--- src/rtl/act_sparse_writer_pkg.sv ---
// Shared types and default widths for the sparse activation writer and its
// row flag generator.
package act_sparse_writer_pkg;

  localparam int unsigned DATA_WIDTH_DEF = 8;
  localparam int unsigned IF_WIDTH_DEF   = 16;
  localparam int unsigned CNT_WIDTH_DEF  = $clog2(IF_WIDTH_DEF) + 1;

  typedef enum logic [1:0] {
    IDLE,
    RUN,
    DRAIN,
    DONE
  } state_e;

endpackage

--- src/rtl/act_row_flag_gen.sv ---
// Combinational per-row optional ReLU, nonzero flag bitmap and popcount.
// Optional ReLU clamp enabled by ACT_SPARSE_WRITER_RELU_EN.
module act_row_flag_gen
  import act_sparse_writer_pkg::*;
#(
  parameter int unsigned DATA_WIDTH = DATA_WIDTH_DEF,
  parameter int unsigned IF_WIDTH   = IF_WIDTH_DEF
) (
  input  logic [DATA_WIDTH*IF_WIDTH-1:0] act_i,
  output logic [DATA_WIDTH*IF_WIDTH-1:0] act_o,
  output logic [IF_WIDTH-1:0]            flag_o,
  output logic [$clog2(IF_WIDTH):0]      cnt_o
);

  localparam int unsigned CW = $clog2(IF_WIDTH) + 1;

  logic [DATA_WIDTH-1:0] col;

  always_comb begin
    act_o  = '0;
    flag_o = '0;
    cnt_o  = '0;
    col    = '0;
    for (int unsigned i = 0; i < IF_WIDTH; i++) begin
      col = act_i[i*DATA_WIDTH +: DATA_WIDTH];
`ifdef ACT_SPARSE_WRITER_RELU_EN
      if (col[DATA_WIDTH-1]) col = '0;
`endif
      act_o[i*DATA_WIDTH +: DATA_WIDTH] = col;
      flag_o[i] = |col;
      cnt_o     = cnt_o + CW'(flag_o[i]);
    end
  end

endmodule

--- src/rtl/act_sparse_writer.sv ---
// Sparse activation buffer write-side producer: dense rows in, flag/data
// writes out with one cycle latency. ReLU via ACT_SPARSE_WRITER_RELU_EN.
module act_sparse_writer
  import act_sparse_writer_pkg::*;
#(
  parameter int unsigned DATA_WIDTH    = DATA_WIDTH_DEF,
  parameter int unsigned IF_WIDTH      = IF_WIDTH_DEF,
  parameter int unsigned ROW_CNT_WIDTH = 8,
  parameter int unsigned NNZ_WIDTH     = 13
) (
  input  logic                           clk,
  input  logic                           reset,
  input  logic                           start,
  input  logic [ROW_CNT_WIDTH-1:0]       cfg_rows,
  input  logic                           in_valid,
  output logic                           in_ready,
  input  logic [DATA_WIDTH*IF_WIDTH-1:0] in_act,
  output logic                           wr_req_act_flag,
  output logic [IF_WIDTH-1:0]            wr_data_act_flag,
  output logic                           wr_req_act,
  output logic [DATA_WIDTH*IF_WIDTH-1:0] wr_data_act,
  output logic [$clog2(IF_WIDTH):0]      row_val_num,
  output logic [NNZ_WIDTH-1:0]           nnz_total,
  output logic                           busy,
  output logic                           done
);

  localparam int unsigned CW = $clog2(IF_WIDTH) + 1;

  state_e                         state_q, state_d;
  logic [ROW_CNT_WIDTH-1:0]       cfg_q, cfg_d;
  logic [ROW_CNT_WIDTH-1:0]       row_q, row_d;
  logic [NNZ_WIDTH-1:0]           nnz_q, nnz_d;
  logic [NNZ_WIDTH:0]             nnz_sum;
  logic                           wr_q;
  logic [IF_WIDTH-1:0]            flag_q;
  logic [DATA_WIDTH*IF_WIDTH-1:0] data_q;
  logic [CW-1:0]                  cnt_q;

  logic                           fire;
  logic [DATA_WIDTH*IF_WIDTH-1:0] gen_act;
  logic [IF_WIDTH-1:0]            gen_flag;
  logic [CW-1:0]                  gen_cnt;

  act_row_flag_gen #(
    .DATA_WIDTH (DATA_WIDTH),
    .IF_WIDTH   (IF_WIDTH)
  ) u_flag_gen (
    .act_i  (in_act),
    .act_o  (gen_act),
    .flag_o (gen_flag),
    .cnt_o  (gen_cnt)
  );

  assign in_ready = (state_q == RUN);
  assign fire     = in_ready && in_valid;

  always_comb begin
    state_d = state_q;
    cfg_d   = cfg_q;
    row_d   = row_q;
    nnz_d   = nnz_q;
    nnz_sum = {1'b0, nnz_q} + (NNZ_WIDTH+1)'(cnt_q);
    // Saturating accumulate of the row just written.
    if (wr_q) nnz_d = nnz_sum[NNZ_WIDTH] ? '1 : nnz_sum[NNZ_WIDTH-1:0];
    case (state_q)
      IDLE: begin
        if (start) begin
          cfg_d   = cfg_rows;
          row_d   = '0;
          nnz_d   = '0;
          state_d = (cfg_rows == '0) ? DONE : RUN;
        end
      end
      RUN: begin
        if (fire) begin
          row_d = row_q + ROW_CNT_WIDTH'(1);
          if (row_q == cfg_q - ROW_CNT_WIDTH'(1)) state_d = DRAIN;
        end
      end
      DRAIN:   state_d = DONE;
      DONE:    state_d = IDLE;
      default: state_d = IDLE;
    endcase
  end

  always_ff @(posedge clk or negedge reset) begin
    if (!reset) begin
      state_q <= IDLE;
      cfg_q   <= '0;
      row_q   <= '0;
      nnz_q   <= '0;
      wr_q    <= 1'b0;
      flag_q  <= '0;
      data_q  <= '0;
      cnt_q   <= '0;
    end else begin
      state_q <= state_d;
      cfg_q   <= cfg_d;
      row_q   <= row_d;
      nnz_q   <= nnz_d;
      wr_q    <= fire;
      if (fire) begin
        flag_q <= gen_flag;
        data_q <= gen_act;
        cnt_q  <= gen_cnt;
      end
    end
  end

  assign wr_req_act_flag  = wr_q;
  assign wr_req_act       = wr_q;
  assign wr_data_act_flag = flag_q;
  assign wr_data_act      = data_q;
  assign row_val_num      = cnt_q;
  assign nnz_total        = nnz_q;
  assign busy             = (state_q == RUN) || (state_q == DRAIN);
  assign done             = (state_q == DONE);

endmodule

--- config.mk ---
export PLATFORM = sky130hd
export DESIGN_NAME = act_sparse_writer
export DESIGN_NICKNAME = d
export VERILOG_FILES = /design/src/rtl/act_sparse_writer_pkg.sv /design/src/rtl/act_row_flag_gen.sv /design/src/rtl/act_sparse_writer.sv
export SDC_FILE = /design/constraint.sdc
export NUM_CORES = 1
export LEC_CHECK = 0
export ABC_AREA = 1
export CAP_MARGIN = 25
export CORE_MARGIN = 5
export CORE_UTILIZATION = 40
export DETAILED_ROUTE_END_ITERATION = 10
export PLACE_DENSITY = 0.79
export SLEW_MARGIN = 20
export SYNTH_ARGS = -nofsm -noshare
export SYNTH_HDL_FRONTEND = slang
export SYNTH_SLANG_ARGS = --single-unit
--- constraint.sdc ---
create_clock -name clk -period 4.2 [get_ports clk]
set_clock_uncertainty 0.1 [all_clocks]
set_input_delay 0.42 -clock clk [delete_from_list [all_inputs] [get_ports clk]]
set_output_delay 0.42 -clock clk [all_outputs]
set_load 0.05 [all_outputs]
==> impl_metrics.env, run 1 <==
export IMPL_critPathLaunchType="input pin"
export IMPL_hold_viol=0
export IMPL_ios=307
export IMPL_switching_share_pct=50.0
export IMPL_cts_sinks=181
export IMPL_die_area_um2=24000
export IMPL_ys_top_cells_by_area="dfrtp_1 54%, nand2_1 19%, inv_1 4.2%"
export IMPL_grt_usage_pct=21.2
export IMPL_crit_path_max_fanout=2
export IMPL_ant_nets=0
export IMPL_async_flop_share_pct=100
export IMPL_slew_violations=0
export IMPL_finalWirelength_um=26200
export IMPL_crit_family="adder cells"
export IMPL_max_freq_ghz=0.244
export IMPL_drt_iter0_drc=398
export IMPL_power_density_nw_per_um2=797
export IMPL_p_int_w=0.00510
export IMPL_vdd_drop_max_v=0.000498
export IMPL_wire_per_inst_um=16.0
export IMPL_syn_avg_cell_area_um2=8.39
export IMPL_clockRootBuffer="clkbuf_16"
export IMPL_cpMaxStageDelayCell="fa_1"
export IMPL_ys_types=36
export IMPL_io_buffer_count=306
export IMPL_cts_buffers=17
export IMPL_dieWidth_um=155
export IMPL_final_common_cell="nand2_1"
export IMPL_power_w=0.0102
export IMPL_htreeDepth=4
export IMPL_antenna_found_initial=1
export IMPL_power_frac_seq_pct=28.8
export IMPL_cp_required_ps=4410
export IMPL_worstHoldStart="in_act[11]"
export IMPL_cts_tree="built"
export IMPL_core_um2=20800
export IMPL_post_route_period_util_pct=97.5
export IMPL_nNetsFinal=1509
export IMPL_worst_slack_ps=103
export IMPL_drcViolationCount=0
export IMPL_place_ws_ps=-747
export IMPL_synth_edff_count=0
export IMPL_netlist_area_um2=8390
export IMPL_grt_pass1_vias=7930
export IMPL_synthFlopType="dfrtp_1"
export IMPL_clock_power_share_pct=15.9
export IMPL_p_sw_w=0.00511
export IMPL_synth_top_area_share_pct=54.0
export IMPL_reg2reg_from="state_q[1]"
export IMPL_dp_hpwl_um=19000
export IMPL_comb_power_share_pct=55.3
export IMPL_outcome="finished, final reports clean"
export IMPL_area_growth_pct=52.7
export IMPL_drtPass1Iterations=5
export IMPL_rows=53
export IMPL_worst_path_buf_inv=4
export IMPL_synth_nets=1168
export IMPL_vias_per_cell=4.82
export IMPL_cellLeakagePower_nw=6.27
export IMPL_ys_ff_latch=181
export IMPL_worst_pin_slew_ps=984
export IMPL_worstSetupEndpointType="flip-flop"
export IMPL_worstPathCellList="clkdlybuf4s15_1 -> nor4_4 -> nand2_2 -> ha_4 -> inv_1 -> fa_1 -> fa_1 -> fa_1 -> fa_1 -> inv_2 -> fa_2 -> inv_2 -> fa_2 -> nor2_2 -> nor2_1 -> a22o_1"
export IMPL_drv_cap=0
export IMPL_drive_gt1_share_pct=10.6
export IMPL_crit_path_start="in_act[7]"
export IMPL_setup_viol=0
export IMPL_final_cell_mix="410 x nand2_1, 254 x clkdlybuf4s50_1, 181 x dfrtp_1"
export IMPL_synth_area_leader_cell="dfrtp_1"
export IMPL_clk_insertion_delay_late_ps=420
export IMPL_syn_inst=1000
export IMPL_clockBufferDepth=2
export IMPL_grt_max_degree=110
export IMPL_yosys_warnings=0
export IMPL_hp_class="in -> reg"
export IMPL_start_util_pct=40.3
export IMPL_grt_first_pass_wirelength_um=40600
export IMPL_ys_seq_area_share_pct=54.0
export IMPL_grt_overflow_total=0
export IMPL_via_count=7851
export IMPL_dieHeight_um=155
export IMPL_place_congestion=0.886
export IMPL_slowest_delay_ps=510
export IMPL_worstSetupPathType="in -> reg"
export IMPL_path_common_cell="fa_1"
export IMPL_clk_pin_slew_ps=80
export IMPL_finalCriticalPeriod_ps=4100
export IMPL_max_slew_margin_pct=34.4
export IMPL_critPathArrivalTime_ps=4300
[Yosys cell counts, types with 2 or more instances]
cell and number:
or2_2 2, nor3_1 4, inv_2 2, buf_1 3
a21oi_1 10, xor2_1 5, o21ai_0 65, buf_2 19
nor3_2 3, clkbuf_1 14, o21ai_1 2, xnor2_1 3
nor3b_1 4, nor2_1 49, a31oi_1 15, fa_1 11
ha_1 17, nor4_1 25, dfrtp_1 181, nand4_1 16
inv_1 94, nand3_1 24, nand2_1 415, nand2_2 5
[per-layer routing]
metal	part of all wire, %	track usage [%]	up-vias
li1	-	-	3846
met1	41	25.6	3695
met2	49	35.9	259
met3	7.5	6.83	51
met4	3.2	7.28	0
met5	0	0	-
[final cells by class]
cell class                 count  area (um2)
timing repair buffer         359        3450
fill                        1774        8010
antenna                        1        2.50
clock inverter                14         158
tap                          275         344
clock buffer                  18         439
multi-input combinational    686        3530
sequential                   181        4530
inverter                      96         362
[what timing repair did]
item / CTS / global route
endpoints found under the hold margin: 32 / 0
resized for setup: 85 / 36
pin swaps: 31 / 29
buffers inserted: 20 / 5
hold buffers: 1 / 0
setup endpoints to repair: 4 / 3
gates cloned: 0 / 0
[worst min-delay path: cells and delay by family]
kind / cells / cell delay (ps)
buffers and inverters: 1 / 110
AND/OR/NAND/NOR: 2 / 120
[flip-flops by register name, summed over array words and instances (netlist names)]
name,flops
wr_req_act,1
nnz_total,13
cfg_q,8
row_val_num,5
state_q,2
row_q,8
wr_data_act,128
wr_data_act_flag,16
[power groups by stage]
stage | registers (W) | logic, W | clock network [W]
floorplan | 0.00516 | 0.00142 | 0
global placement | 0.00293 | 0.00559 | 0
detailed placement | 0.00294 | 0.00567 | 0
CTS | 0.00293 | 0.00568 | 0.00166
global route | 0.00304 | 0.00599 | 0.00173
finish | 0.00294 | 0.00565 | 0.00162
[logic make-up (layout without fill, tap and decap cells)]
family	count (synthesis)	after routing	share of synthesized area, %
buffers and inverters	133	487	6.28
other	0	1	0
flip-flops	181	181	54.0
AO/OA/AOI/OAI	95	95	6.07
XOR/XNOR	8	8	0.835
AND/OR/NAND/NOR	555	555	27.7
adder cells (fa/ha/maj)	28	28	5.16
[worst paths after layout]
path                                             to  slack (ps)  cells after the start
max in group asynchronous           wr_data_act[54]        2590                      3
worst min-delay path                wr_data_act[11]         150                      3
worst max-delay path                 row_val_num[2]         100                     16
worst min register to register       wr_data_act[2]         380                      2
min in group asynchronous           wr_data_act[78]         520                      2
worst max register to register  wr_data_act_flag[8]        1700                      7
[metrics by stage]
step	std cells	hold slack [ps]	setup TNS [ps]	cell area, um2	utilization, %
final	1630	154	0	12800	61.5
after floorplan	1000	24.4	0	8430	-
after global placement	1571	361	-2770	11900	57.2
after detailed placement	1571	364	-3000	11900	57.2
after global routing	1630	143	-101	12800	61.5
after CTS	1624	168	0	12700	61.1
(Power assumes the default switching activity.)
==> run 2: changes to the inputs <==
- CAP_MARGIN: 25 -> 5
- SKIP_LAST_GASP: not set -> 1
==> results of run 2 <==
No change in the layout: final DEF, timing and power equal those of run 1.
==> run 3: changes to the inputs <==
--- a/config.mk
+++ b/config.mk
@@ -9,7 +9,8 @@
 export CAP_MARGIN = 5
 export CORE_MARGIN = 5
-export CORE_UTILIZATION = 40
+export CORE_UTILIZATION = 45
+export CTS_CLUSTER_DIAMETER = 40
 export DETAILED_ROUTE_END_ITERATION = 10
-export PLACE_DENSITY = 0.79
+export PLACE_DENSITY = 0.87
 export SKIP_LAST_GASP = 1
 export SLEW_MARGIN = 20
==> constraint.sdc (replaced) <==
create_clock -name clk -period 4.2 [get_ports clk]
set_clock_uncertainty 0.1 [all_clocks]
set_input_delay 0.42 -clock clk [delete_from_list [all_inputs] [get_ports clk]]
set_output_delay 0.42 -clock clk [all_outputs]
set_load 0.01 [all_outputs]
==> impl_metrics.env, run 3 (synthesis gave the netlist of run 1 again) <==
export IMPL_dieHeight_um=147
export IMPL_ant_nets=0
export IMPL_rows=50
export IMPL_critPathArrivalTime_ps=4370
export IMPL_worstSetupEndpointType="flip-flop"
export IMPL_max_slew_margin_pct=51.9
export IMPL_r2r_cells=11
export IMPL_antenna_found_initial=0
export IMPL_finalCriticalPeriod_ps=4130
export IMPL_power_density_nw_per_um2=622
export IMPL_hold_viol=0
export IMPL_post_route_period_util_pct=98.2
export IMPL_clk_pin_slew_ps=80
export IMPL_dpl_cell_area_um2=11900
export IMPL_grt_first_pass_wirelength_um=45700
export IMPL_cts_buffers=17
export IMPL_die_area_um2=21500
export IMPL_num_antenna_cells=0
export IMPL_crit_cells=33
export IMPL_drive_gt1_share_pct=15.6
export IMPL_grt_max_degree=186
export IMPL_cpMaxStageDelayCell="buf_4"
export IMPL_place_congestion=0.863
export IMPL_final_common_cell="nand2_1"
export IMPL_wire_per_inst_um=17.5
export IMPL_crit_path_max_fanout=2
export IMPL_vdd_drop_max_v=0.000367
export IMPL_dp_hpwl_um=18800
export IMPL_slowest_delay_ps=140
export IMPL_path_common_cell="buf_4"
export IMPL_finalWirelength_um=29000
export IMPL_nNetsFinal=1577
export IMPL_cts_tree="built"
export IMPL_clk_insertion_delay_late_ps=430
export IMPL_dieWidth_um=147
export IMPL_start_util_pct=45.3
export IMPL_clockRootBuffer="clkbuf_16"
export IMPL_largest_reg_flops=128
export IMPL_io_buffer_count=306
export IMPL_worst_pin_slew_ps=721
export IMPL_drt_iter0_drc=510
export IMPL_clockBufferDepth=2
export IMPL_ios=307
export IMPL_design_area_um2=13200
export IMPL_final_instance_count_excl_fill=1656
export IMPL_grt_pass1_vias=8592
export IMPL_core_um2=18500
export IMPL_drcViolationCount=0
export IMPL_grt_usage_pct=26.9
export IMPL_outcome="finished, final reports clean"
export IMPL_worst_path_buf_inv=32
export IMPL_grt_overflow_total=0
export IMPL_min_path_cells=3
export IMPL_final_cell_mix="410 x nand2_1, 256 x clkdlybuf4s50_1, 181 x dfrtp_1"
export IMPL_via_count=8451
export IMPL_holdWs_ps=147
export IMPL_max_freq_ghz=0.242
export IMPL_htreeDepth=4
export IMPL_worstSetupPathType="in -> reg"
export IMPL_power_w=0.00822
export IMPL_cp_required_ps=4440
export IMPL_crit_family="buffers and inverters"
export IMPL_area_growth_pct=57.5
export IMPL_critPathLaunchType="input pin"
export IMPL_setup_viol=0
export IMPL_drtPass1Iterations=5
export IMPL_dp_cells=1535
export IMPL_cellLeakagePower_nw=6.58
export IMPL_hp_class="in -> reg"
export IMPL_slew_violations=0
export IMPL_worst_slack_ps=74.4
export IMPL_drv_cap=0
export IMPL_cts_sinks=181
export IMPL_vias_per_cell=5.10
export IMPL_place_ws_ps=-764
## run 3: cell types whose count changed in the layout (fill, tap and decap cells not counted), moves of 2 or more
cell / before / now
buf_4: 50 / 118
clkbuf_2: 4 / 11
clkdlybuf4s15_1: 9 / 4
inv_1: 90 / 85
inv_2: 5 / 10
o21ai_0: 64 / 61
buf_2: 8 / 6
clkdlybuf4s50_1: 254 / 256
o21ai_1: 3 / 5
## run 3: where the power goes
group / switching, W / internal (W) / leakage [nW]
registers: 0.000497 / 0.00246 / 2.24
clock network: 0.000748 / 0.000804 / 0.278
logic: 0.00188 / 0.00183 / 4.06
## run 3: area by class of cell
cell class / count / area (um2)
Sequential cell: 181 / 4530
Clock inverter: 14 / 134
Clock buffer: 18 / 439
Timing Repair Buffer: 427 / 3930
Inverter: 96 / 362
Fill cell: 1308 / 5300
Multi-Input combinational cell: 686 / 3530
Tap cell: 234 / 293
## run 3: per-layer routing
metal | up-vias | GRT usage, % | part of all wire (%)
li1 | 3985 | - | -
met1 | 3994 | 31.2 | 37
met2 | 362 | 45.0 | 50
met3 | 110 | 8.75 | 8.2
met4 | 0 | 13.0 | 5.3
met5 | - | 0 | 0
## run 3: path summary, 6_finish.rpt
path | start | endpoint | slack [ps]
setup / recovery | in_act[16] | wr_data_act[16] | 70
hold / removal | in_act[0] | wr_data_act[0] | 150
setup reg to reg | row_val_num[0] | nnz_total[10] | 1920
hold reg to reg | wr_data_act[115] | wr_data_act[115] | 380
max in group asynchronous | reset | wr_data_act[34] | 2600
min in group asynchronous | reset | wr_data_act[88] | 470
## run 3: tightest hold or removal path: stages
cell and delay, ps:
buf_2 120, nand2_1 50, nand2_1 50
## run 3: per-stage QoR
stage | TNS (ps) | util [%]
5_1_grt | -31.0 | 71.4
6_report | 0 | 71.4
4_1_cts | 0 | 70.9
2_1_floorplan | 0 | -
3_3_place_gp | -2440 | 64.2
3_5_place_dp | -2990 | 64.2
## run 3: repair_timing
item,in CTS,in global routing
cloned,0,0
endpoints found under the setup margin,4,5
pin swaps,27,28
hold buffers,1,0
setup buffers,82,6
hold endpoints to repair,68,0
gates resized for setup,78,56
